===== config.mk =====
export PLATFORM = sky130hd
export DESIGN_NAME = input_cond_1943
export DESIGN_NICKNAME = d
export VERILOG_FILES = /design/src/rtl/input_1943_pkg.sv /design/src/rtl/input_cond_1943_coin_shaper.sv /design/src/rtl/input_cond_1943.sv
export SDC_FILE = /design/constraint.sdc
export NUM_CORES = 1
export LEC_CHECK = 0
export CORE_AREA = 2 2 120 122
export DETAILED_ROUTE_END_ITERATION = 6
export DIE_AREA = 0 0 122 124
export GPL_ROUTABILITY_DRIVEN = 1
export PLACE_DENSITY = 0.79
export SLEW_MARGIN = 10
export SYNTH_ARGS = -nofsm -noshare
export SYNTH_HDL_FRONTEND = slang
export SYNTH_SLANG_ARGS = --single-unit

===== constraint.sdc =====
create_clock -name bus_clk -period 7.7 [get_ports bus_clk]
set_input_delay 1.54 -clock bus_clk [delete_from_list [all_inputs] [get_ports bus_clk]]
set_output_delay 1.54 -clock bus_clk [all_outputs]
set_load 0.05 [all_outputs]

===== src/rtl/input_1943_pkg.sv =====
// Shared definitions for the 1943 cabinet input conditioner.
// Latency: none (types, constants and a combinational helper only).
// Backpressure: none; inputs are sampled levels with no flow control.
package input_1943_pkg;

  // Joystick bit layout, identical for both players
  localparam int JOY_RIGHT = 0;
  localparam int JOY_LEFT  = 1;
  localparam int JOY_DOWN  = 2;
  localparam int JOY_UP    = 3;
  localparam int JOY_FIRE1 = 4;
  localparam int JOY_FIRE2 = 5;

  typedef enum logic [1:0] {
    IDLE  = 2'd0,
    PULSE = 2'd1,
    GAP   = 2'd2
  } coin_state_t;

  // Opposite directions pressed together cancel to "neither pressed".
  // Fire bits are passed through untouched.
  function automatic logic [5:0] joy_clean(input logic [5:0] d);
    logic [5:0] o;
    o = d;
    if (!d[JOY_RIGHT] && !d[JOY_LEFT]) begin
      o[JOY_RIGHT] = 1'b1;
      o[JOY_LEFT]  = 1'b1;
    end
    if (!d[JOY_UP] && !d[JOY_DOWN]) begin
      o[JOY_UP]   = 1'b1;
      o[JOY_DOWN] = 1'b1;
    end
    return o;
  endfunction

endpackage


===== src/rtl/input_cond_1943_coin_shaper.sv =====
// Turns debounced coin falling edges into fixed-width low pulses with a guaranteed gap.
// Latency: coin_n falls 1 cycle after the first tick on which IDLE sees a queued coin.
// Backpressure: up to 3 coins queue; an edge arriving with a full queue is dropped and flagged.
module coin_shaper #(
  parameter int COIN_LEN = 8,
  parameter int COIN_GAP = 8
) (
  input  logic bus_clk,
  input  logic bus_rst,
  input  logic i_tick,
  input  logic i_deb,
  output logic o_coin_n,
  output logic o_coin_drop
);
  import input_1943_pkg::*;

  coin_state_t r_state;
  coin_state_t w_state_nxt;
  logic [7:0]  r_tc;
  logic [7:0]  w_tc_nxt;
  logic [1:0]  r_pend;
  logic        r_prev;
  logic        r_coin_n;
  logic        w_coin_n_nxt;
  logic        r_drop;
  logic        w_deq;
  logic        w_fall;

  // A coin drop is the debounced level going 1 -> 0
  assign w_fall = r_prev & ~i_deb;

  // Next-state logic for the pulse/gap sequencer; all timing advances on ticks only
  always_comb begin
    w_state_nxt  = r_state;
    w_tc_nxt     = r_tc;
    w_coin_n_nxt = r_coin_n;
    w_deq        = 1'b0;
    case (r_state)
      IDLE: begin
        if (i_tick && (r_pend != 2'd0)) begin
          w_state_nxt  = PULSE;
          w_tc_nxt     = 8'd0;
          w_coin_n_nxt = 1'b0;
          w_deq        = 1'b1;
        end
      end
      PULSE: begin
        if (i_tick) begin
          if (r_tc + 8'd1 == 8'(COIN_LEN)) begin
            w_state_nxt  = GAP;
            w_tc_nxt     = 8'd0;
            w_coin_n_nxt = 1'b1;
          end else begin
            w_tc_nxt = r_tc + 8'd1;
          end
        end
      end
      GAP: begin
        if (i_tick) begin
          if (r_tc + 8'd1 == 8'(COIN_GAP)) begin
            w_state_nxt = IDLE;
            w_tc_nxt    = 8'd0;
          end else begin
            w_tc_nxt = r_tc + 8'd1;
          end
        end
      end
      default: begin
        w_state_nxt  = IDLE;
        w_tc_nxt     = 8'd0;
        w_coin_n_nxt = 1'b1;
      end
    endcase
  end

  // Sequencer state register; reset forces coin_n high immediately
  always_ff @(posedge bus_clk or posedge bus_rst) begin
    if (bus_rst) begin
      r_state  <= IDLE;
      r_tc     <= 8'd0;
      r_coin_n <= 1'b1;
    end else begin
      r_state  <= w_state_nxt;
      r_tc     <= w_tc_nxt;
      r_coin_n <= w_coin_n_nxt;
    end
  end

  // Pending-coin queue: a simultaneous edge and dequeue cancel, so that edge is never lost
  always_ff @(posedge bus_clk or posedge bus_rst) begin
    if (bus_rst) begin
      r_pend <= 2'd0;
      r_prev <= 1'b1;
      r_drop <= 1'b0;
    end else begin
      r_prev <= i_deb;
      r_drop <= w_fall & ~w_deq & (r_pend == 2'd3);
      if (w_fall && !w_deq) begin
        if (r_pend != 2'd3) r_pend <= r_pend + 2'd1;
      end else if (!w_fall && w_deq) begin
        r_pend <= r_pend - 2'd1;
      end
    end
  end

  assign o_coin_n    = r_coin_n;
  assign o_coin_drop = r_drop;

endmodule


===== src/rtl/input_cond_1943.sv =====
// Synchronises, debounces and cleans the 1943 cabinet inputs; shapes coin drops into pulses.
// Latency: 2 sync + DEB_TICKS ticks to the debounced state, +1 registered output.
// Backpressure: none on levels; coin edges queue 3 deep per slot, overflow pulses coin_drop.
module input_cond_1943 #(
  parameter int TICK_DIV  = 72000,
  parameter int DEB_TICKS = 4,
  parameter int COIN_LEN  = 8,
  parameter int COIN_GAP  = 8
) (
  input  logic       bus_rst,
  input  logic       bus_clk,
  input  logic [1:0] raw_start_n,
  input  logic [1:0] raw_coin_n,
  input  logic [5:0] raw_joy1_n,
  input  logic [5:0] raw_joy2_n,
  output logic [1:0] start_n,
  output logic [1:0] coin_n,
  output logic [5:0] joy1_n,
  output logic [5:0] joy2_n,
  output logic [1:0] coin_drop
);
  import input_1943_pkg::*;

  localparam int PRE_W = (TICK_DIV > 1) ? $clog2(TICK_DIV) : 1;

  // Packed view of all inputs: [1:0] start, [3:2] coin, [9:4] joy1, [15:10] joy2
  logic [15:0]      w_raw;
  logic [15:0]      r_sync1;
  logic [15:0]      r_sync2;
  logic [15:0]      r_deb;
  logic [3:0]       r_cnt [16];
  logic [PRE_W-1:0] r_pre;
  logic             w_tick;
  logic [1:0]       r_start_n;
  logic [5:0]       r_joy1_n;
  logic [5:0]       r_joy2_n;

  assign w_raw  = {raw_joy2_n, raw_joy1_n, raw_coin_n, raw_start_n};
  assign w_tick = (r_pre == PRE_W'(TICK_DIV - 1));

  // Two-flop synchroniser on every raw bit; idles at the released (high) level
  always_ff @(posedge bus_clk or posedge bus_rst) begin
    if (bus_rst) begin
      r_sync1 <= '1;
      r_sync2 <= '1;
    end else begin
      r_sync1 <= w_raw;
      r_sync2 <= r_sync1;
    end
  end

  // Millisecond prescaler; tick is the last count before wrap
  always_ff @(posedge bus_clk or posedge bus_rst) begin
    if (bus_rst) begin
      r_pre <= '0;
    end else if (w_tick) begin
      r_pre <= '0;
    end else begin
      r_pre <= r_pre + PRE_W'(1);
    end
  end

  // Per-bit debounce: DEB_TICKS consecutive differing ticks flip the state
  always_ff @(posedge bus_clk or posedge bus_rst) begin
    if (bus_rst) begin
      r_deb <= '1;
      for (int i = 0; i < 16; i++) r_cnt[i] <= 4'd0;
    end else if (w_tick) begin
      for (int i = 0; i < 16; i++) begin
        if (r_sync2[i] != r_deb[i]) begin
          if (r_cnt[i] + 4'd1 == 4'(DEB_TICKS)) begin
            r_deb[i] <= ~r_deb[i];
            r_cnt[i] <= 4'd0;
          end else begin
            r_cnt[i] <= r_cnt[i] + 4'd1;
          end
        end else begin
          r_cnt[i] <= 4'd0;
        end
      end
    end
  end

  // Registered start and cleaned joystick outputs
  always_ff @(posedge bus_clk or posedge bus_rst) begin
    if (bus_rst) begin
      r_start_n <= '1;
      r_joy1_n  <= '1;
      r_joy2_n  <= '1;
    end else begin
      r_start_n <= r_deb[1:0];
      r_joy1_n  <= joy_clean(r_deb[9:4]);
      r_joy2_n  <= joy_clean(r_deb[15:10]);
    end
  end

  for (genvar s = 0; s < 2; s++) begin : g_coin
    coin_shaper #(
      .COIN_LEN (COIN_LEN),
      .COIN_GAP (COIN_GAP)
    ) u_coin_shaper (
      .bus_clk     (bus_clk),
      .bus_rst     (bus_rst),
      .i_tick      (w_tick),
      .i_deb       (r_deb[2+s]),
      .o_coin_n    (coin_n[s]),
      .o_coin_drop (coin_drop[s])
    );
  end

  assign start_n = r_start_n;
  assign joy1_n  = r_joy1_n;
  assign joy2_n  = r_joy2_n;

endmodule


* Word-level counts from Yosys, hierarchy flattened
Cells that the tools add are included.
** Storage, ports and cells
- Register bits after elaboration :: 173
- Latch bits :: 0
- RAM bits :: 0
- Bits in read-only memories :: 0
- Input port bits :: 18
- Output and inout bits :: 18
- Logic and storage cells :: 285
- Memories kept :: 0
** Operators by class
- Add/subtract/negate cells :: 23
- Multiply operators :: 0
- Div/mod/pow operators :: 0
- Order comparisons :: 0
- Equality and inequality tests :: 57
- Shift operators :: 0
- Multiplexer cells :: 75
- Bitwise operators :: 26
- Reduce and logical (&&, ||, !) cells :: 54
** Operators by type and width (count)
- two-way mux 4 bit :: 32
- adder 4 x 1 -> 4 bit, second input constant :: 16
- equality test 4 x 3 -> 1 bit, second input constant :: 16
- two-way mux 8 bit :: 6
- AND reduction 3 bit :: 16
- two-way mux 2 bit :: 20
- case mux 8 bit (2 select lines) :: 2
- != test 2 x 1 -> 1 bit, second input constant :: 10
- inverter 1 bit :: 20
- adder 17 x 1 -> 17 bit, second input constant :: 1
- equality test 17 bit, second input constant :: 1
- two-way mux 17 bit :: 1
- adder 8 x 1 -> 8 bit, second input constant :: 2
- equality test 8 x 4 -> 1 bit, second input constant :: 2
- != test 1 bit :: 16
- logical NOT 1 bit :: 12
- != test 2 bit, second input constant :: 6
- case mux 2 bit (3 select lines) :: 2
- logical AND 1 bit :: 10
- two-way mux 1 bit :: 10
- AND reduction 5 bit :: 2
- equality test 2 bit, second input constant :: 4
- AND reduction 2 bit :: 4
- AND reduction 4 bit :: 2
- 8 further kinds :: 22

* Depth between registers and ports, before layout
Gate-level depths: netlist of the first run.
- Depth in word-level cells :: 8
- Depth in mapped cells :: 9

* By module
A second synthesis of the first run with hierarchy kept.
** Unflattened totals
- Cells, all modules :: 723
- Area, all modules :: 8061.5 um^2
** Modules (own cells, without submodules)
- input_cond_1943 :: times used 1, cells each 553, area each 6307.3 um^2, seq. area each 3656.0 um^2
- coin_shaper :: times used 2, cells each 85, area each 877.1 um^2, seq. area each 377.9 um^2

* Least setup slack after synthesis of the first run
No wires, ideal clock.
- Path kind :: register to output
- Start point :: register g_coin[0].u_coin_shaper.r_coin_n
- End point :: output coin_n[0]
- Arrival time :: 0.696 ns
- Required time :: 6.160 ns
- Path slack :: 5.464 ns
- Cell stages (with the launch flop) :: 2
- Cells stage by stage :: dfstp_2 > buf_4
** RTL lines
- start, declared :: line input_cond_1943_coin_shaper.sv:23 : logic r_coin_n;
- start signal, assigned :: line input_cond_1943_coin_shaper.sv:85 : r_coin_n <= w_coin_n_nxt;
- end, declared :: line input_cond_1943.sv:17 : output logic [1:0] coin_n,
No word-level cell between the ends.

* Worst setup path after layout of the first run
- Start point :: register g_coin[0].u_coin_shaper.r_coin_n
- End point :: output coin_n[0]
No word-level cell between the ends.

==> results of run 1 <==
-- synth_stat cells, types with 20 or more instances --
cell / count / share of area [%]
nand3_1: 59 / 3.6
dfstp_2: 66 / 21
nand2_1: 100 / 4.5
inv_1: 31 / 1.4
ha_1: 35 / 5.3
dfrtp_1: 107 / 32
nor2_1: 59 / 2.7
a21oi_1: 20 / 1.2
xnor2_1: 25 / 2.6
xor2_1: 22 / 2.3
o21ai_0: 66 / 4.0
o31ai_1: 22 / 2.0
-- logic make-up after synthesis --
logic type,share of synthesized area [%]
compound gates,11.5
mux,2.83
xor+xnor,4.98
fa+ha+maj,5.42
flops,53.3
buf+inv,2.81
simple gates,19.2
-- final timing paths --
kind / start / end / slack, ns / cells after the start
setup / recovery: g_coin[0].u_coin_shaper.o_coin_n / coin_n[0] / 4.38 / 1
hold / removal: r_sync1[4] / r_sync2[4] / 0.36 / 0
setup reg to reg: r_pre[0] / g_coin[1].u_coin_shaper.r_tc[5] / 4.64 / 8
hold reg to reg: r_sync1[4] / r_sync2[4] / 0.36 / 0
max in group asynchronous: bus_rst / r_pre[14] / 4.52 / 3
min in group asynchronous: bus_rst / g_coin[0].u_coin_shaper.r_tc[0] / 1.65 / 2
-- final cells by class --
cell class / instances / area, µm² / share of cell area [%]
Sequential cell: 173 / 4410 / 47.1
Multi-Input combinational cell: 580 / 3630 / 38.8
Clock buffer: 25 / 528 / 5.63
Timing Repair Buffer: 39 / 380 / 4.06
Tap cell: 180 / 225 / 2.40
Inverter: 31 / 121 / 1.29
Clock inverter: 7 / 72.6 / 0.774
-- registers in the layout (all words and copies together) (netlist names) --
register,flops
r_pre,17
r_sync1,16
start_n,2
g_coin.u_coin_shaper.o_coin_drop,2
r_cnt,64
g_coin.u_coin_shaper.r_prev,2
joy1_n,6
r_deb,16
g_coin.u_coin_shaper.r_pend,4
joy2_n,6
g_coin.u_coin_shaper.o_coin_n,2
g_coin.u_coin_shaper.r_tc,16
g_coin.u_coin_shaper.r_state,4
r_sync2,16
-- through the flow --
stage	std cells	setup WS [ns]	cell area, µm²
floorplan	807	1.58	8270
global placement	1003	4.03	8770
detailed placement	1003	3.97	8770
CTS	1035	4.37	9370
global route	1035	4.20	9370
finish	1035	4.38	9370
-- report_power, final --
group | internal, mW | switching, mW | total [mW]
Combinational | 0.0123 | 0.0248 | 0.0371
Sequential | 0.925 | 0.00521 | 0.931
Clock | 0.512 | 0.352 | 0.864
Total | 1.45 | 0.382 | 1.83
-- layer usage --
layer / up-vias / wire [µm] / track usage, %
met5: - / 0 / 0
met2: 161 / 8030 / 39.5
met1: 2954 / 7040 / 28.0
li1: 2891 / - / -
met4: 0 / 354 / 10.4
met3: 38 / 621 / 5.13
==> run_results.csv, run 1 <==
group,metric,value,unit
route,post_drt_wl_per_cell,15.5,µm
final_layout,fill_cells,987,
placement,place_hpwl,10.4,mm
power,powerDensity,195,mW/mm²
worst_setup_path,worst_path_largest_cell_delay,0.80,ns
power,max-vdd-ir-drop,155,µV
synth,avgSynthCellArea,10.2,µm²
worst_setup_path,cp_slowest_cell,"clkdlybuf4s50_1",
floorplan,rows,43,
worst_setup_path,cp.required,6.16,ns
timing,setup_tns,0,ns
worst_setup_path,cp.arrival,1.78,ns
synth,yosys_warnings,0,
final_layout,utilization,68.3,%
clock_network,cts_tree,"built",
synth,synth-edff-count,0,
timing,period_needed,3.32,ns
timing,relSlewSlack,33.3,%
final_layout,area_growth,13.3,%
route,avgViaCountPerCell,5.84,
worst_setup_path,cp_max_fo,3,
clock_network,post_cts_buffers,0,
clock_network,post_cts_resized,0,
clock_network,htreeDepth,4,
power,finalPower,1.83,mW
worst_setup_path,path_buf_inv,1,
synth,ys_ff_latch,173,
worst_setup_path,crit_type,"reg2out",
clock_network,cts-root-buf,"clkbuf_16",
clock_network,cts_hold_buf,0,
timing,timing.hold.ws,0.356,ns
timing,setup_viol,0,
timing,worst_pin_slew,1.00,ns
status,outcome,"finished, final reports clean",
global_routing,antenna_found_initial,0,
min_path,hold_path.class,"reg2reg",
global_routing,grt_max_degree,92,
clock_network,worstSkewPairLatency,0.43,ns
floorplan,core_region_area,0.0137,mm²
global_routing,first_global_vias,6093,
synth,yosys.cell_types.count,57,
clock_network,cts.path.max_buffers,2,
timing,drv_slew,0,
floorplan,pin_count,36,
worst_setup_path,end_kind,"output pin",
synth,async_flop_share,100,%
timing,hold_viol,0,
final_layout,final_cell_mix,"107 x dfrtp_1, 100 x nand2_1, 66 x o21ai_0, 66 x dfstp_2",
timing,rsz0062_at_grt,"false",
global_routing,grt_pass1_wl,27.5,mm
final_layout,layout-drive-gt1-share,15.0,%
timing,fmax,302,MHz
route,drt_iter0_drc,464,
synth,syn_area,0.00827,mm²
global_routing,gr-usage-all-layers,23.0,%
placement,gp_congestion,0.835,
global_routing,grt-ovfl-total,0,
placement,port_buffers,35,
final_layout,nets,895,
synth,ys_seq_area_share,53.3,%
route,first_pass_iters,5,
route,routed_wl,16.0,mm
worst_setup_path,crit_chain,"clkdlybuf4s50_1",
synth,synth_cells,807,
floorplan,die_h,124,µm
job,cap_violations,0,
route,vias,6044,
route,ant_nets,0,
worst_setup_path,crit_family,"buffers and inverters",
clock_network,numCtsBuffers,17,
clock_network,clock_sinks,173,
final_layout,antenna_cells,0,
timing,fin_skew,0.0116,ns
synth,synth-main-ff-cell,"dfrtp_1",
final_layout,final_common_cell,"dfrtp_1",
power,p_leak,4.05,nW
floorplan,die_w,122,µm
floorplan,die_area,0.0151,mm²
floorplan,start_util,60.3,%
synth,synth_nets,860,
timing,fin_crit_sh,43.1,%
route,drc,0,
clock_network,cts.reportedPaths.clkPinSlew,0.07,ns
worst_setup_path,critPathLaunchType,"flip-flop",
No activity file was read; power rests on OpenSTA's default activity.
==> run 2, diff against run 1 <==
clock period = 3.4 ns   (was 7.7 ns; I/O delays follow)
==> run 2 against run 1 <==
- count of clock-buffer cells in the layout shrank 7
- global-route usage down 0.24 points
- highest routed layer unchanged
- largest power group unchanged
- clock skew down 0.0015 ns
- register-to-register slack lost 3.6 ns
- via count hardly changed
==> run_results.csv, run 2 (synthesis gave the netlist of run 1 again) <==
group,metric,value,unit
placement,place_hpwl,10.3,mm
timing,drv_slew,0,
route,drc,0,
worst_setup_path,critPathLaunchType,"flip-flop",
clock_network,cts_tree,"built",
timing,fin_skew,0.0100,ns
clock_network,post_cts_resized,0,
route,post_drt_wl_per_cell,15.5,µm
timing,rsz0062_at_grt,"false",
floorplan,die_area,0.0151,mm²
final_layout,top_register,"r_cnt",
floorplan,rows,43,
global_routing,grt-ovfl-total,0,
timing,setup_viol,0,
worst_setup_path,crit_family,"buffers and inverters",
clock_network,worstSkewPairLatency,0.43,ns
global_routing,first_global_vias,6077,
route,drt_iter0_drc,369,
timing,fmax,408,MHz
clock_network,cts-root-buf,"clkbuf_16",
min_path,hold_path.class,"reg2reg",
worst_setup_path,path_buf_inv,1,
worst_setup_path,startpoint,"g_coin[0].u_coin_shaper.o_coin_n",
route,routed_wl,16.0,mm
timing,period_needed,2.45,ns
clock_network,post_cts_buffers,0,
placement,gp_congestion,0.766,
route,first_pass_iters,6,
worst_setup_path,cp_slowest_cell,"clkdlybuf4s50_1",
route,ant_nets,0,
final_layout,fill_cells,998,
worst_setup_path,worst_path_largest_cell_delay,0.80,ns
timing,relSlewSlack,43.1,%
floorplan,die_h,124,µm
min_path,hold_path_startpoint,"r_sync1[13]",
timing,worst_pin_slew,0.843,ns
status,outcome,"finished, final reports clean",
worst_setup_path,crit_type,"reg2out",
worst_setup_path,cp.arrival,1.77,ns
final_layout,final_cell_mix,"107 x dfrtp_1, 100 x nand2_1, 66 x o21ai_0, 66 x dfstp_2",
global_routing,grt_pass1_wl,27.3,mm
clock_network,htreeDepth,4,
clock_network,cts.reportedPaths.clkPinSlew,0.07,ns
power,max-vdd-ir-drop,511,µV
job,cap_violations,0,
power,powerDensity,446,mW/mm²
floorplan,core_region_area,0.0137,mm²
placement,port_buffers,35,
global_routing,gr-usage-all-layers,22.8,%
final_layout,area_growth,14.1,%
worst_setup_path,cp.required,2.72,ns
final_layout,largest_reg_flops,64,
timing,setup_tns,0,ns
clock_network,cts.path.max_buffers,2,
placement,place_inst,1005,
floorplan,pin_count,36,
final_layout,top_regs,"r_cnt: 64 flops, r_pre: 17 flops",
floorplan,die_w,122,µm
final_layout,final_common_cell,"dfrtp_1",
worst_setup_path,crit_chain,"clkdlybuf4s50_1",
floorplan,start_util,60.3,%
final_layout,nets,897,
clock_network,clock_sinks,173,
worst_setup_path,end_kind,"output pin",
final_layout,layout-drive-gt1-share,15.4,%
timing,hold_viol,0,
timing,fin_crit_sh,72.2,%
final_layout,antenna_cells,0,
global_routing,grt_max_degree,79,
clock_network,numCtsBuffers,17,
power,p_leak,4.07,nW
final_layout,layout.cells.non_filler,1036,
route,avgViaCountPerCell,5.83,
global_routing,antenna_found_initial,0,
worst_setup_path,crit-reg2reg-launch,"r_pre[10]",
worst_setup_path,cp_max_fo,3,
clock_network,cts_hold_buf,0,
route,vias,6038,
[run 2: cell types whose count changed in the layout (fill, tap and decap cells not counted), sizes merged]
cell / change
clkinvlp: +3
clkinv: -1
clkbuf: -7
bufinv: +2
inv: +2
buf: +2
[run 2: per-layer routing]
| layer | GRT usage [%] | part of all wire [%] | wire, µm |
|---|---|---|---|
| met4 | 8.91 | 1.8 | 293 |
| met2 | 39.6 | 51 | 8150 |
| met1 | 27.7 | 43 | 6960 |
| met5 | 0 | 0 | 0 |
| met3 | 5.36 | 3.9 | 617 |
[run 2: worst paths after layout]
kind | to | slack [ns] | depth (start not counted)
setup reg to reg | g_coin[1].u_coin_shaper.r_tc[3] | 1.00 | 6
setup / recovery | coin_n[0] | 0.95 | 1
min in group asynchronous | g_coin[1].u_coin_shaper.r_state[0] | 0.53 | 2
max in group asynchronous | r_sync1[0] | 2.20 | 3
hold / removal | r_sync2[13] | 0.35 | 0
hold reg to reg | r_sync2[13] | 0.35 | 0
[run 2: area by class of cell]
type                       instances  area [µm²]  area share [%]
multi-input combinational        580        3630            38.5
tap                              180         225            2.39
clock buffer                      18         439            4.65
clock inverter                    13         178            1.88
inverter                          31         120            1.27
sequential                       173        4410            46.7
timing repair buffer              41         433            4.59
[run 2: power breakdown]
part	leakage, nW	internal (mW)	switching (mW)
clock	0.296	1.19	0.825
combinational	1.60	0.0326	0.0574
sequential	2.17	2.10	0.0118
[run 2: metrics by stage]
| step | hold WS [ns] | worst slack, ns | instance area (µm²) | total power [mW] | utilization [%] |
|---|---|---|---|---|---|
| global route | 0.359 | 0.821 | 9440 | 4.35 | 68.8 |
| detailed placement | 0.347 | 1.01 | 8820 | 2.24 | 64.3 |
| global placement | 0.346 | 1.08 | 8820 | 2.23 | 64.3 |
| floorplan | 0.345 | 0.563 | 8280 | 2.19 | - |
| CTS | 0.352 | 0.930 | 9440 | 4.26 | 68.8 |
| finish | 0.353 | 0.946 | 9440 | 4.21 | 68.8 |
==> run 3, diff against run 2 <==
CORE_AREA = 2 2 126 128   (was 2 2 120 122)
DIE_AREA = 0 0 128 130   (was 0 0 122 124)
PLACE_DENSITY = 0.75   (was 0.79)
clock period = 2.2 ns   (was 3.4 ns; I/O delays follow)
==> run 3 against run 2 <==
- final area increased by 2.6%
- die area grew 10%
- total power is 54% higher
- sequential power up 55%
- first-iteration DRC count increased by 3.5%
- final cell count up 3.4%
- count of clock-buffer cells in the layout unchanged
- clock power up 55%
- highest routed layer unchanged
==> run_results.csv, run 3 (synthesis gave the netlist of run 1 again) <==
group,metric,value,unit
final_layout,final_cell_mix,"106 x dfrtp_1, 99 x nand2_1, 66 x dfstp_2",
floorplan,rows,46,
timing,setup_viol,0,
final_layout,largest_reg_flops,64,
global_routing,grt_max_degree,98,
floorplan,core_region_area,0.0154,mm²
global_routing,gr-usage-all-layers,19.3,%
power,p_leak,4.25,nW
final_layout,multi_input_comb_area,0.00367,mm²
min_path,hold_path.class,"reg2reg",
route,drc,0,
global_routing,globalRouteMet2Util,32.9,%
route,drt_iter0_drc,382,
clock_network,cts.reportedPaths.clkPinSlew,0.06,ns
timing,timing.hold.ws,0.355,ns
floorplan,die_w,128,µm
placement,port_buffers,35,
route,avgViaCountPerCell,5.49,
worst_setup_path,cp_max_fo,14,
final_layout,register_area,0.00441,mm²
global_routing,antenna_found_initial,0,
worst_setup_path,crit_type,"reg2reg",
timing,setup_tns,0,ns
worst_setup_path,critPathLaunchType,"flip-flop",
final_layout,top_register,"r_cnt",
route,first_pass_iters,5,
floorplan,pin_count,36,
clock_network,cts_hold_buf,0,
floorplan,die_h,130,µm
route,ant_nets,0,
timing,worst_pin_slew,0.654,ns
placement,place_hpwl,9.60,mm
route,post_drt_wl_per_cell,14.1,µm
route,routed_wl,15.1,mm
global_routing,globalRouteMet1Util,24.7,%
timing,relSlewSlack,55.8,%
worst_setup_path,cp.arrival,2.48,ns
clock_network,worstSkewPairLatency,0.43,ns
timing,period_needed,2.13,ns
worst_setup_path,end_kind,"flip-flop",
clock_network,numCtsBuffers,17,
global_routing,grt_pass1_wl,25.7,mm
timing,drv_slew,0,
timing,hold_viol,0,
timing,fin_skew,0.00939,ns
clock_network,cts_tree,"built",
job,cap_violations,0,
final_layout,fill_cells,1232,
final_layout,layout-drive-gt1-share,18.4,%
timing,rsz0062_at_grt,"true",
power,powerDensity,672,mW/mm²
global_routing,first_global_vias,5634,
final_layout,final_common_cell,"dfrtp_1",
placement,gp_congestion,0.805,
final_layout,antenna_cells,0,
global_routing,busiest_layer,"met2",
final_layout,area_growth,17.1,%
clock_network,cts-root-buf,"clkbuf_16",
route,vias,5882,
final_layout,nets,919,
final_layout,top_regs,"r_cnt: 64 flops, r_pre: 17 flops",
worst_setup_path,cp.required,2.56,ns
timing,fin_crit_sh,96.8,%
floorplan,die_area,0.0166,mm²
status,outcome,"finished, final reports clean",
global_routing,met3_usage,4.55,%
final_layout,utilization,62.8,%
timing,fmax,470,MHz
global_routing,grt-ovfl-total,0,
clock_network,htreeDepth,4,
power,max-vdd-ir-drop,545,µV
clock_network,cts.path.max_buffers,2,
clock_network,clock_sinks,173,
floorplan,start_util,53.6,%
run 3: cell count changes in the layout (fill, tap and decap cells not counted), sizes merged:
cell           change
buf               +22
clkdlybuf4s50     -16
dlymetal6s2s      +11
dlygate4sd2        +5
clkinv             +4
inv                -4
clkinvlp           +1
run 3: cell type report:
cell class | instances | area share [%]
clock inverters | 14 | 1.95
flip-flops and latches | 173 | 45.6
well taps | 192 | 2.48
multi-input cells | 580 | 37.9
inverters | 31 | 1.24
repair buffers | 63 | 6.47
clock buffers | 18 | 4.43
run 3: metal layers:
metal,up-vias,wire length (µm)
met1,2836,7010
met3,13,455
met4,0,167
met5,-,0
li1,2948,-
met2,85,7450
run 3: stage by stage:
step           setup WS (ns)  total power [mW]  cells  instance area [µm²]
5_1_grt              -0.0431              6.75   1071                 9680
3_3_place_gp         -0.0375              3.45   1038                 9000
2_1_floorplan         -0.397              3.38    807                 8280
6_report              0.0712              6.50   1071                 9680
3_5_place_dp         -0.0704              3.45   1038                 9000
4_1_cts             0.000735              6.58   1070                 9610
run 3: final timing paths:
path                            slack [ns]  cells after the start          end        start
worst max-delay path                  0.07                      6    r_deb[11]    r_pre[10]
worst min-delay path                  0.36                      0  r_sync2[11]  r_sync1[11]
worst max register to register        0.07                      6    r_deb[11]    r_pre[10]
worst min register to register        0.36                      0  r_sync2[11]  r_sync1[11]
max in group asynchronous             1.25                      3    joy1_n[2]      bus_rst
min in group asynchronous             0.51                      3    r_cnt[12]      bus_rst
run 3: worst max-delay path: stages, from the launching register on:
cell and delay, ns:
dfrtp_1 0.41, nor4_4 0.35, nand2_2 0.08, or4_4 0.55, buf_6 0.21, nor2_1 0.11
mux2_2 0.34
run 3: what timing repair did:
action / 4_1_cts / 5_1_grt
pin swaps: 1 / 5
gates resized for setup: 5 / 26
buffers inserted: 0 / 1
endpoints found under the setup margin: 14 / 32
run 3: power breakdown:
| group | leakage, nW | switching, mW | internal, mW |
|---|---|---|---|
| combinational | 1.79 | 0.0845 | 0.0491 |
| clock | 0.291 | 1.30 | 1.81 |
| sequential | 2.17 | 0.0195 | 3.24 |
==> variant 1 (config.mk and constraints of run 1) <==
Make the reset (`bus_rst`) synchronous in 6 clocked blocks.
--- a/src/rtl/input_cond_1943_coin_shaper.sv
+++ b/src/rtl/input_cond_1943_coin_shaper.sv
@@ -74,7 +74,7 @@
   end
 
   // Sequencer state register; reset forces coin_n high immediately
-  always_ff @(posedge bus_clk or posedge bus_rst) begin
+  always_ff @(posedge bus_clk) begin
     if (bus_rst) begin
       r_state  <= IDLE;
       r_tc     <= 8'd0;
@@ -87,7 +87,7 @@
   end
 
   // Pending-coin queue: a simultaneous edge and dequeue cancel, so that edge is never lost
-  always_ff @(posedge bus_clk or posedge bus_rst) begin
+  always_ff @(posedge bus_clk) begin
     if (bus_rst) begin
       r_pend <= 2'd0;
       r_prev <= 1'b1;
--- a/src/rtl/input_cond_1943.sv
+++ b/src/rtl/input_cond_1943.sv
@@ -39,7 +39,7 @@
   assign w_tick = (r_pre == PRE_W'(TICK_DIV - 1));
 
   // Two-flop synchroniser on every raw bit; idles at the released (high) level
-  always_ff @(posedge bus_clk or posedge bus_rst) begin
+  always_ff @(posedge bus_clk) begin
     if (bus_rst) begin
       r_sync1 <= '1;
       r_sync2 <= '1;
@@ -50,7 +50,7 @@
   end
 
   // Millisecond prescaler; tick is the last count before wrap
-  always_ff @(posedge bus_clk or posedge bus_rst) begin
+  always_ff @(posedge bus_clk) begin
     if (bus_rst) begin
       r_pre <= '0;
     end else if (w_tick) begin
@@ -61,7 +61,7 @@
   end
 
   // Per-bit debounce: DEB_TICKS consecutive differing ticks flip the state
-  always_ff @(posedge bus_clk or posedge bus_rst) begin
+  always_ff @(posedge bus_clk) begin
     if (bus_rst) begin
       r_deb <= '1;
       for (int i = 0; i < 16; i++) r_cnt[i] <= 4'd0;
@@ -82,7 +82,7 @@
   end
 
   // Registered start and cleaned joystick outputs
-  always_ff @(posedge bus_clk or posedge bus_rst) begin
+  always_ff @(posedge bus_clk) begin
     if (bus_rst) begin
       r_start_n <= '1;
       r_joy1_n  <= '1;
Formal check against the unedited RTL: same outputs for any inputs over 10 cycles, from zero or initial values and one cycle with bus_rst high; that may be too few to reach the edited logic, so the function may still have changed.
==> variant 1 against run 1 <==
  * Non-clock buffer count shrank 1
  * Synthesized cell count shrank 6.2%
  * Synthesized area shrank 5.1%
  * Core utilization shrank 3.9 points
  * Cell area shrank 5.7%
  * Die area is the same
  * Highest routed layer unchanged
  * Register-to-register slack gained 0.35 ns
  * Wire length shrank 8.0%
  * Sequential cell count is the same
  * First-iteration DRC count shrank 25%
  * Clock skew shrank 0.0025 ns
  * Worst setup slack lost 0.40 ns
Power is not compared: it rests on default switching activity, and its combinational part moved more than twofold at a synthesized area within 25%.
==> variant 1: results (changes against run 1) <==
final RePlAce weighted congestion = 0.838 (+0.32%)
PortBufs = 35 (unchanged)
r2r setup slk = 4.99 ns (+0.35 ns)
fin nets = 829 (-7.4%)
async set or reset register ratio after synthesis = 0% (-100 points)
placed inst area = 8300 um^2 (-5.4%)
worst hold endpoint = r_sync2[1]$_SDFF_PP1_
Wirelength per Cell = 15.1 um (-2.3%)
length of routed wiring on met1 = 6470 um (-8.1%)
Post-CTS Setup Inserts = 0 (unchanged)
share of layout cells above drive strength 1 = 11.1% (-3.9 points)
Worst Min Path Start = r_sync1[1]$_SDFF_PP1_
worst reg2reg path depth = 5 (-3)
HP Class = flip-flop to flip-flop
met3 WL post-DR = 531 um (-14%)
met3 usage in global routing = 4.21% (-0.92 points)
Ys Warns = 0 (unchanged)
most frequent cells after synthesis = dfxtp_1, nor2_1, edfxtp_1
crit-path max FO = 92 (+89)
TritonRoute pass-1 iters = 6 (+1)
met1 Track Usage GR = 24.7% (-3.3 points)
Detailed Place HPWL = 9490 um (-8.6%)
Distinct cells, synth = 58 (+1.8%)
placed insts = 943 (-6.0%)
status = finished, final reports clean
CTS buffer count = 17 (unchanged)
first-pass GRT wire length = 25300 um (-8.1%)
Critical Path Source = bus_rst
Tcrit/Tclk final = 48.2% (+5.1 points)
fin cells = 975 (-5.8%)
Syn Nets = 804 (-6.5%)
worst reg2reg path startpoint = r_pre[13]$_SDFF_PP0_
Cells after Synth = 757 (-6.2%)
WP data arrival = 3.76 ns (+1.98 ns)
Rel. slew slack = 35.2% (+1.9 points)
vias per cell = 5.69 (-2.6%)
largest net degree at the start of global routing = 93 (+1.1%)
Iter 0 DRT Violations = 350 (-25%)
met2 Resource Use GR = 37.9% (-1.6 points)
Hold Path Stages = 1 (+1)
Place WS = 3.49 ns (-0.482 ns)
H-tree lvl count = 4 (unchanged)
synth top area cells = dfxtp_1, edfxtp_1, ha_1
DR WL met2 = 7510 um (-6.4%)
Filler cells = 1061 (+7.5%)
Min Hold Slack = 0.410 ns (+0.0548 ns)
initial antenna violation count = 0 (unchanged)
clk_skew = 0.00905 ns (-0.00250 ns)
leakage dissipation = 3.06 nW
reg2reg end = g_coin[0].u_coin_shaper.r_pend[0]$_SDFFE_PP0P_
post-synthesis sequential area ratio = 52.3% (-1.0 points)
GRT Total Usage = 21.2% (-1.8 points)
EDFF count, synth = 64 (+64)
vias in the first global route = 5586 (-8.3%)
peak supply drop = 0.162 mV
biggest registers after layout = r_cnt x64, r_pre x17
## variant 1: changes by cell type after synthesis, moves of 22 or more
cell      before  now
edfxtp_1       0   64
dfrtp_1      107    0
nand2_1      100   29
nand3_1       59   31
dfxtp_1        0  109
nor2_1        59   85
dfstp_2       66    0
or2_2          1   42
o31ai_1       22    0
o21ai_0       66   21
## variant 1: worst max path at each step
| stage | end | cells past startpoint |
|---|---|---|
| 2_1_floorplan | r_cnt[0][0]$_SDFFCE_PP0P_ | 4 |
| 3_3_place_gp | r_cnt[1][3]$_SDFFCE_PP0P_ | 5 |
| 3_5_place_dp | r_cnt[1][2]$_SDFFCE_PP0P_ | 5 |
| 4_1_cts | r_cnt[0][4]$_SDFFCE_PP0P_ | 5 |
| 5_1_grt | r_cnt[0][5]$_SDFFCE_PP0P_ | 5 |
| 6_report | r_cnt[0][4]$_SDFFCE_PP0P_ | 5 |
## variant 1: layout make-up
type	instances	area [um^2]	area share, %
sequential	173	4100	46.4
multi-input combinational	525	3500	39.6
clock buffer	20	458	5.18
timing repair buffer	38	368	4.16
tap	180	225	2.55
inverter	27	101	1.15
clock inverter	12	82.6	0.934
## variant 1: where the power goes
| part | switching [mW] | internal, mW |
|---|---|---|
| registers | 0.0201 | 0.975 |
| logic | 0.0584 | 0.0477 |
| clock network | 0.354 | 0.433 |
| total | 0.433 | 1.46 |
## variant 1: cell families after synthesis
family | after synthesis | synth area share, %
adder cells (fa/ha/maj) | 29 | 4.62
XOR/XNOR | 59 | 6.59
AND/OR/NAND/NOR | 325 | 22.6
AO/OA/AOI/OAI | 105 | 9.73
multiplexers | 7 | 0.893
buffers and inverters | 59 | 3.24
flip-flops | 173 | 52.3
## variant 1: worst max-delay path, stage by stage
cell     delay, ns
buf_2         0.07
buf_4         0.66
inv_1         0.50
o21ai_4       0.15
buf_4         0.78
==> variant 2 (flow settings as in run 1) <==
Made on the original files. The parameter `TICK_DIV` goes from 72000 to 288000.
--- a/src/rtl/input_cond_1943.sv
+++ b/src/rtl/input_cond_1943.sv
@@ -2,7 +2,7 @@
 // Latency: 2 sync + DEB_TICKS ticks to the debounced state, +1 registered output.
 // Backpressure: none on levels; coin edges queue 3 deep per slot, overflow pulses coin_drop.
 module input_cond_1943 #(
-  parameter int TICK_DIV  = 72000,
+  parameter int TICK_DIV  = 288000,
   parameter int DEB_TICKS = 4,
   parameter int COIN_LEN  = 8,
   parameter int COIN_GAP  = 8
Behaviour: same outputs for any inputs over 10 cycles, from zero or initial values and one cycle with bus_rst high; that may be too few to reach the edited logic, so the function may still have changed.
==> variant 2 against run 1 <==
  * Critical path depth is the same
  * Power rose by 2.7%
  * Synthesized area increased by 2.6%
  * Sequential cell count up 2
  * Worst hold slack gained 0.00058 ns
  * Cell area grew 2.3%
  * Count of clock-buffer cells in the layout decreased by 3
  * Wire length grew 4.3%
  * Worst setup slack improved by 0.0051 ns
  * Critical path type unchanged
  * Largest cell class unchanged
  * Highest routed layer unchanged
==> variant 2: results (changes against run 1) <==
Post-Route WL = 16700 um (+4.3%)
XOR/XNOR share of the synthesized area = 3.82% (-1.2 points)
post-synthesis compound-gate area fraction = 12.2% (+0.73 points)
H-tree lvl count = 4 (unchanged)
Place WS = 4.01 ns (+0.0394 ns)
largest net degree at the start of global routing = 102 (+11%)
share of layout cells above drive strength 1 = 15.3% (+0.30 points)
mux cell area share after synthesis = 2.86% (+0.031 points)
placed insts = 1019 (+1.6%)
first-pass GRT wire length = 28600 um (+4.0%)
worst reg2reg path startpoint = r_pre[15]$_DFF_PP0_
leakage dissipation = 4.24 nW (+4.8%)
Signal buffers = 38 (-2.6%)
Tightest Pin Transition = 0.971 ns (-0.0297 ns)
fmax = 0.302 GHz (+0.15%)
GRT Total Usage = 23.9% (+0.84 points)
final RePlAce weighted congestion = 0.783 (-6.3%)
worst hold endpoint = r_sync2[14]$_DFF_PP1_
Syn Nets = 885 (+2.9%)
status = finished, final reports clean
Filler cells = 1005 (+1.8%)
Wirelength per Cell = 15.9 um (+2.7%)
Worst Min Path Start = r_sync1[14]$_DFF_PP1_
Distinct cells, synth = 63 (+11%)
clk_buf instances = 22 (-12%)
reg2reg end = g_coin[1].u_coin_shaper.o_coin_n$_DFFE_PP1P_
peak supply drop = 0.229 mV (+48%)
post-synthesis sequential area ratio = 52.6% (-0.76 points)
root buf cell = clkbuf_16
FF+latch count, synth = 175 (+1.2%)
clock slew at reported path FFs = 0.07 ns (about the same)
Detailed Place HPWL = 10900 um (+5.0%)
crit-path max FO = 2 (-1)
TritonRoute pass-1 iters = 6 (+1)
clk tree area frac = 6.59% (+0.18 points)
multi-input gates = 611 (+5.3%)
biggest registers after layout = r_cnt x64, r_pre x19
adder-cell share of the synthesized area = 5.60% (+0.19 points)
inverters = 15 (-52%)
non-clk buf share = 3.89% (-0.17 points)
CTS max path bufs = 2 (unchanged)
clk_skew = 0.00768 ns (-0.00387 ns)
FF+latch area = 4460 um^2 (+1.1%)
most frequent cells after synthesis = nand2_1, dfrtp_1, dfstp_2
vias per cell = 5.97 (+2.2%)
worst reg2reg path depth = 6 (-2)
Iter 0 DRT Violations = 471 (+1.5%)
-- variant 2: layer usage --
metal / share of wire, % / track usage, %
met5: 0 / 0
met2: 52 / 42.6
met1: 42 / 27.6
met4: 2.0 / 10.1
met3: 3.6 / 5.68
-- variant 2: report_power, final --
group | total (mW) | internal (mW) | switching [mW] | leakage (nW)
Clock | 0.905 | 0.549 | 0.356 | 0.305
Sequential | 0.940 | 0.936 | 0.00437 | 2.20
Combinational | 0.0359 | 0.0120 | 0.0240 | 1.74
-- variant 2: through the flow --
step | power, mW | cell area (um^2) | hold slack (ns)
finish | 1.88 | 9590 | 0.356
global route | 1.94 | 9590 | 0.360
CTS | 1.90 | 9590 | 0.358
detailed placement | 0.993 | 8960 | 0.347
global placement | 0.991 | 8960 | 0.346
floorplan | 0.975 | 8490 | 0.345
